File: config.mk
export PLATFORM = sky130hd
export DESIGN_NAME = uart_rx_16os
export DESIGN_NICKNAME = d
export VERILOG_FILES = /design/src/rtl/uart_pkg.sv /design/src/rtl/sync_2ff.sv /design/src/rtl/uart_rx_16os.sv
export SDC_FILE = /design/constraint.sdc
export NUM_CORES = 1
export LEC_CHECK = 0
export ABC_AREA = 1
export CAP_MARGIN = 5
export CORE_MARGIN = 4
export CORE_UTILIZATION = 28
export DETAILED_ROUTE_END_ITERATION = 8
export RECOVER_POWER = 50
export SETUP_SLACK_MARGIN = 0.05
export SYNTH_ARGS = -nofsm -noshare
export SYNTH_HDL_FRONTEND = slang
export SYNTH_HIERARCHICAL = 1
export SYNTH_SLANG_ARGS = --single-unit
File: constraint.sdc
create_clock -name clk -period 2.7 [get_ports clk]
set_input_delay 0.27 -clock clk [delete_from_list [all_inputs] [get_ports clk]]
set_output_delay 0.27 -clock clk [all_outputs]
set_load 0.1 [all_outputs]
File: src/rtl/uart_pkg.sv
// Shared UART constants and receiver state encoding, also used by the tick generator and TX.
package uart_pkg;

    localparam int SYS_CLK    = 100_000_000;
    localparam int BAUD       = 9600;
    localparam int OVERSAMPLE = 16;
    localparam int DATA_BITS  = 8;
    localparam int HALF_BIT   = OVERSAMPLE / 2 - 1;
    // System clocks per oversample tick (100 MHz / 153.6 kHz, truncated).
    localparam int TICK_DIV   = SYS_CLK / (BAUD * OVERSAMPLE);

    typedef enum logic [1:0] {
        IDLE  = 2'd0,
        START = 2'd1,
        DATA  = 2'd2,
        STOP  = 2'd3
    } rx_state_t;

endpackage

File: src/rtl/sync_2ff.sv
// Two-flop synchronizer for a single asynchronous bit, with a configurable reset value.
module sync_2ff #(
    parameter logic RESET_VAL = 1'b1
) (
    input  logic clk,
    input  logic reset,
    input  logic d,
    output logic q
);

    logic meta;

    always_ff @(posedge clk) begin
        if (reset) begin
            meta <= RESET_VAL;
            q    <= RESET_VAL;
        end else begin
            meta <= d;
            q    <= meta;
        end
    end

endmodule

File: src/rtl/uart_rx_16os.sv
// 8N1 UART receiver on a 16x oversample tick: centre-aligned start check, mid-bit sampling.
module uart_rx_16os #(
    parameter int DATA_BITS  = uart_pkg::DATA_BITS,
    parameter int OVERSAMPLE = uart_pkg::OVERSAMPLE
) (
    input  logic                 clk,
    input  logic                 reset,
    input  logic                 b_tick,
    input  logic                 rx,
    output logic [DATA_BITS-1:0] rx_data,
    output logic                 rx_done,
    output logic                 rx_busy,
    output logic                 frame_err
);
    import uart_pkg::*;

    localparam int TICK_W = $clog2(OVERSAMPLE);
    localparam int BIT_W  = (DATA_BITS > 1) ? $clog2(DATA_BITS) : 1;
    localparam logic [TICK_W-1:0] TICK_HALF = TICK_W'(OVERSAMPLE / 2 - 1);
    localparam logic [TICK_W-1:0] TICK_LAST = TICK_W'(OVERSAMPLE - 1);
    localparam logic [BIT_W-1:0]  BIT_LAST  = BIT_W'(DATA_BITS - 1);

    logic                 rx_s;
    rx_state_t            state, state_nxt;
    logic [TICK_W-1:0]    tick_cnt, tick_nxt;
    logic [BIT_W-1:0]     bit_cnt, bit_nxt;
    logic [DATA_BITS-1:0] shift_reg, shift_nxt;
    logic [DATA_BITS-1:0] data_nxt;
    logic                 done_nxt, ferr_nxt;

    sync_2ff #(.RESET_VAL(1'b1)) u_sync (
        .clk   (clk),
        .reset (reset),
        .d     (rx),
        .q     (rx_s)
    );

    always_ff @(posedge clk) begin
        if (reset) begin
            state     <= IDLE;
            tick_cnt  <= '0;
            bit_cnt   <= '0;
            shift_reg <= '0;
            rx_data   <= '0;
            rx_done   <= 1'b0;
            frame_err <= 1'b0;
        end else begin
            state     <= state_nxt;
            tick_cnt  <= tick_nxt;
            bit_cnt   <= bit_nxt;
            shift_reg <= shift_nxt;
            rx_data   <= data_nxt;
            rx_done   <= done_nxt;
            frame_err <= ferr_nxt;
        end
    end

    always_comb begin
        state_nxt = state;
        tick_nxt  = tick_cnt;
        bit_nxt   = bit_cnt;
        shift_nxt = shift_reg;
        data_nxt  = rx_data;
        ferr_nxt  = frame_err;
        done_nxt  = 1'b0;

        case (state)
            // A tick coinciding with the falling-edge detection is deliberately not counted.
            IDLE: begin
                if (!rx_s) begin
                    state_nxt = START;
                    tick_nxt  = '0;
                end
            end
            START: begin
                if (b_tick) begin
                    if (tick_cnt == TICK_HALF) begin
                        if (!rx_s) begin
                            state_nxt = DATA;
                            tick_nxt  = '0;
                            bit_nxt   = '0;
                        end else begin
                            state_nxt = IDLE;
                        end
                    end else begin
                        tick_nxt = tick_cnt + 1'b1;
                    end
                end
            end
            DATA: begin
                if (b_tick) begin
                    if (tick_cnt == TICK_LAST) begin
                        shift_nxt = {rx_s, shift_reg[DATA_BITS-1:1]};
                        tick_nxt  = '0;
                        if (bit_cnt == BIT_LAST) begin
                            state_nxt = STOP;
                        end else begin
                            bit_nxt = bit_cnt + 1'b1;
                        end
                    end else begin
                        tick_nxt = tick_cnt + 1'b1;
                    end
                end
            end
            STOP: begin
                // Leaving at the stop-bit centre lets a back-to-back start edge be caught.
                if (b_tick) begin
                    if (tick_cnt == TICK_LAST) begin
                        data_nxt  = shift_reg;
                        ferr_nxt  = ~rx_s;
                        done_nxt  = 1'b1;
                        state_nxt = IDLE;
                    end else begin
                        tick_nxt = tick_cnt + 1'b1;
                    end
                end
            end
            default: state_nxt = IDLE;
        endcase
    end

    assign rx_busy = (state != IDLE);

endmodule

# == Word level (Yosys, flattened, before mapping) ==
# Index checks and enable logic that the tools add are counted.
# word_totals
ff_bits,29
out_inout_bits,11
word_cells,66
# op_classes
addsub,2
eq_ne,17
mux,26
bitwise_logic,3
reduce_logical,9
# ops
op,n
4-bit two-way mux,7
"2-bit inequality test, second input constant",11
2-bit two-way mux,9
3-bit two-way mux,6
4-bit case mux with 4 select lines,1
2-bit case mux with 4 select lines,1
8-bit AND reduction,1
7-bit AND reduction,1
3-bit case mux with 2 select lines,1
3-bit AND reduction,2
"4-bit by 1-bit adder with 4-bit output, second input constant",1
"2-bit equality test, second input constant",2
"4-bit by 3-bit equality test with 1-bit output, second input constant",1
"4-bit equality test, second input constant",1
4-bit AND reduction,1
2-bit nonzero test,2
"3-bit by 1-bit adder with 3-bit output, second input constant",1
"3-bit equality test, second input constant",1
1-bit NOT,3
3-bit OR reduction,1
"2-bit by 1-bit equality test with 1-bit output, second input constant",1
2-bit logical NOT,1
1-bit two-way mux,1

# == Logic depth before layout (Yosys ltp) ==
# logic_depth
depth_word,5
ltp_mapped,9

# == Modules after synthesis ==
# Netlist, hierarchy kept.
# by_module_without_submodules
module,n_inst,cells_per_inst,area_each_um2
uart_rx_16os,1,172,1228.7
sync_2ff,1,7,58.8

# == Worst setup path after synthesis ==
# Ideal clock, no wire load.
# synth_path
kind,flip-flop to flip-flop
startpoint,register state[0]
endpoint,register bit_cnt[0]
arrival_ns,1.432
required_time_ns,2.582
setup_slack_ns,1.151
path_stages_with_launch,8
cell_sequence,dfxtp_1 > nor2_1 > inv_2 > nand3_1 > o21ai_2 > nor2_4 > o21ai_1 > nor2_1
# synth_between
elab_chain_len,3
# synth_rtl
item,line_no,source
from (decl),uart_rx_16os.sv:24,"rx_state_t state, state_nxt;"
from (signal assigned),uart_rx_16os.sv:48,state <= state_nxt;
2-bit by 1-bit equality test with 1-bit output or 2-bit equality test (tied branches),uart_rx_16os.sv:67,case (state)
2-bit inequality test (no line) or 2-bit nonzero test (tied branches),--,
7-bit AND reduction (no line),--,
to (signal assigned),uart_rx_16os.sv:50,bit_cnt <= bit_nxt;
to (decl),uart_rx_16os.sv:26,"logic [BIT_W-1:0] bit_cnt, bit_nxt;"
# Several ways; a longest one is shown, not always the timed one.
# A chain may end at the register's enable or synchronous reset.

# == Worst setup path in the final report ==
# layout_path
startpoint,register state[0]
endpoint,output rx_busy
# layout_between
elab_chain_len,1
# layout_rtl
item,line_no,source
2-bit nonzero test,uart_rx_16os.sv:122,assign rx_busy = (state != IDLE);
to (decl),uart_rx_16os.sv:12,"output logic rx_busy,"
# No other way between the ends.

==> results.tsv <==
stage	metric	value	unit
timing	worst relative slew slack	22.47	%
clock_network	CTS max path bufs	2	
finish	footprint of the multi-input gates	619.3	µm²
power_and_ir_drop	Pwr Density	686.5	nW/µm²
drt	drt wl/cell	9.817	µm
timing	slew at the pin closest to its max-slew limit	1.168	ns
synthesis	number of distinct library cells after synthesis	23	
worst_hold_path	path type of the worst min-delay path	flop to flop	
die	Die X	75.81	µm
critical_path	critical path peak fanout	7	
timing	hold slack final	0.3937	ns
timing	number of max-slew violations in the final report	0	
critical_path	required time of the critical path	2.43	ns
critical_path	setup slack on the worst flop-to-flop path	1.05	ns
drt	Final Routed Wirelength	2464	µm
die	initial core utilization	29.17	%
die	total die area	5747	µm²
clock_network	Clock Latency Late Sink	0.27	ns
critical_path	capturing point of the worst reg2reg path	shift_reg[5]$_SDFFE_PP0P_	
finish	layout filler cell count	496	
clock_network	CTS-repair resized insts	0	
grt	Overall Global Routing Usage	9.729	%
synthesis	proportion of synthesized chip area in sequential cells	45.09	%
critical_path	critical path class	flop to primary output	
synthesis	Syn. warnings	6	
clock_network	number of sinks on the clock net	29	
placement	worst slack at placement	1.026	ns
synthesis	mean instance size in the synthesized netlist	7.193	µm²
finish	fraction of layout cells with a size suffix above 1	10.05	%
finish	post-synthesis to final-layout area growth	18.17	%
drt	First-pass DRT Iterations	4	
grt	first-pass GRT wire length	4209	µm
critical_path	last element of the critical path	rx_busy	
timing	post-route setup TNS	0	ns
finish	number of antenna repair diodes	0	
clock_network	cts bufs inserted	5	
die	area of the core region	4414	µm²
timing	crit share post-route	79.20	%
critical_path	arrival time of the worst setup path	1.87	ns
synthesis	top cells by area, synth	dfxtp_1 45%, nor2_1 14%, nand2_1 9.6%	
critical_path	startpoint of the most critical setup path	state[0]$_SDFFE_PP0P_	
clock_network	CTS tree	done	
power_and_ir_drop	worst vdd ir	0.2570	mV
timing	Final Skew	0.005005	ns
timing	minimum clock period after layout	2.138	ns
timing	Max Fclk	0.4676	GHz
critical_path	origin of the critical flop-to-flop path	tick_cnt[0]$_SDFFE_PP0P_	
flow_run	max-capacitance violation count	0	
die	Placement Rows	24	
grt	number of global-route vias before repair	977	
synthesis	Yosys top cell area share	45.09	%
grt	maximum number of pins on one net before global-route repair	23	
clock_network	Clk Tree Root Cell	clkbuf_8	
finish	fraction of the core area covered by cells at the end of the flow	34.47	%
placement	Final GP Congestion	0.7829	
power_and_ir_drop	total leakage power	0.6616	nW
synthesis	flops & latches, synth	29	
placement	estimated wirelength of the detail-placed design	1817	µm
finish	number of nets at the end of the flow	205	
placement	buffers added on ports	14	
drt	ANT nets after route	0	
timing	Worst Setup Slack, final	0.5616	ns
clock_network	cts-stage hold buffer count	0	
synthesis	Mapped Area	1287	µm²
clock_network	post-CTS setup buffer count	0	
synthesis	biggest area consumer among synthesized cells	dfxtp_1	
synthesis	post-synthesis instance total	179	
timing	RSZ-0062 raised after global routing	false	
clock_network	post-CTS clock slew at the launch and capture registers of the worst setup and hold paths	0.06	ns
critical_path	reg2reg path depth	7	
drt	routed via count	1096	
finish	FF/Latch Area	580.6	µm²
outcome	run status	completed	
drt	mean number of vias per cell	4.367	
die	I/O pin count	15	
timing	final count of hold timing violations	0	
synthesis	post-synth net total	186	
drt	initial drt markers	79	
grt	GRT overflow	0	
drt	remaining routing DRC violations	0	
critical_path	Critical Path Sink Type	primary output	
timing	setup violators final	0	
grt	initial antenna violation count	0	
die	die height	75.81	µm
clock_network	H-tree level count	2	
critical_path	kind of launch point of the worst setup path	flop	
metrics by stage:
| step | instances | area, µm² | total power, mW |
|---|---|---|---|
| floorplan | 179 | 1287 | 0.5734 |
| global placement | 243 | 1458 | 0.6030 |
| detailed placement | 243 | 1458 | 0.6038 |
| CTS | 251 | 1574 | 1.066 |
| global route | 251 | 1521 | 1.105 |
| finish | 251 | 1521 | 1.044 |
where the power goes:
part	switching, mW	internal (mW)	total (mW)	leakage (nW)
Combinational	0.0957	0.0369	0.133	0.369
Sequential	0.0157	0.440	0.455	0.234
Clock	0.156	0.300	0.457	0.0585
Total	0.268	0.777	1.04	0.662
worst min-delay path by stage:
stage / startpoint / endpoint / cells past startpoint
2_1_floorplan: reset / flop / 1
3_3_place_gp: u_sync/meta$_SDFF_PP1_ / u_sync/q$_SDFF_PP1_ / 2
3_5_place_dp: u_sync/meta$_SDFF_PP1_ / u_sync/q$_SDFF_PP1_ / 2
4_1_cts: u_sync/meta$_SDFF_PP1_ / u_sync/q$_SDFF_PP1_ / 2
5_1_grt: u_sync/meta$_SDFF_PP1_ / u_sync/q$_SDFF_PP1_ / 2
6_report: u_sync/meta$_SDFF_PP1_ / u_sync/q$_SDFF_PP1_ / 2
final cells by class:
class | instances | area share, %
multi-input cells | 131 | 40.71
flip-flops and latches | 29 | 38.16
clock buffers | 7 | 5.674
repair buffers | 14 | 4.687
inverters | 17 | 4.523
well taps | 52 | 4.276
clock inverters | 1 | 1.974
cell usage in the layout (no fill, tap or decap), types with 2 or more instances in the layout:
| cell type | netlist | final |
|---|---|---|
| a21oi_1 | 6 | 7 |
| clkbuf_1 | 2 | 12 |
| clkbuf_8 | 0 | 6 |
| clkdlybuf4s50_1 | 0 | 2 |
| dfxtp_1 | 29 | 29 |
| ha_1 | 3 | 3 |
| inv_1 | 11 | 13 |
| inv_2 | 5 | 3 |
| nand2_1 | 33 | 33 |
| nand2_2 | 2 | 2 |
| nand3_1 | 9 | 10 |
| nor2_1 | 48 | 49 |
| nor2_4 | 2 | 2 |
| o21ai_0 | 16 | 16 |
| o21ai_2 | 2 | 2 |
kinds of logic after synthesis:
kind of cell | share of synthesized area (%)
AOI/OAI and AO/OA | 12.25
buffers and inverters | 5.929
and+or+nand+nor | 33.14
adders and majority gates | 2.916
DFF | 45.09
xor gates and xnor gates | 0.6804
cells in the mapped netlist:
| master | instances |
|---|---|
| ha_1 | 3 |
| nor2_4 | 2 |
| nor2_2 | 1 |
| nand3_1 | 9 |
| o21ai_0 | 16 |
| o21ai_2 | 2 |
| nand2_1 | 33 |
| dfxtp_1 | 29 |
| xor2_1 | 1 |
| o21ai_1 | 1 |
| nor3_1 | 1 |
| a21oi_2 | 2 |
| nand2_4 | 1 |
| o211ai_1 | 1 |
| inv_1 | 11 |
| clkbuf_1 | 2 |
| clkinv_4 | 1 |
| inv_2 | 5 |
| nor2_1 | 48 |
| nor3_2 | 1 |
| nand3_2 | 1 |
| a21oi_1 | 6 |
| nand2_2 | 2 |
worst max-delay path, stage by stage (launching register included):
cell	delay [ns]
dfxtp_1	0.50
nor2_1	0.13
inv_2	0.10
clkbuf_1	0.86
per-layer routing:
metal | up-vias | global-route usage (%) | share of wire (%)
li1 | 604 | - | -
met1 | 479 | 12.01 | 50
met2 | 11 | 14.92 | 45
met3 | 2 | 3.958 | 3.5
met4 | 0 | 4.078 | 1.4
met5 | - | 0 | 0
No activity file was read; power rests on OpenSTA's default activity.
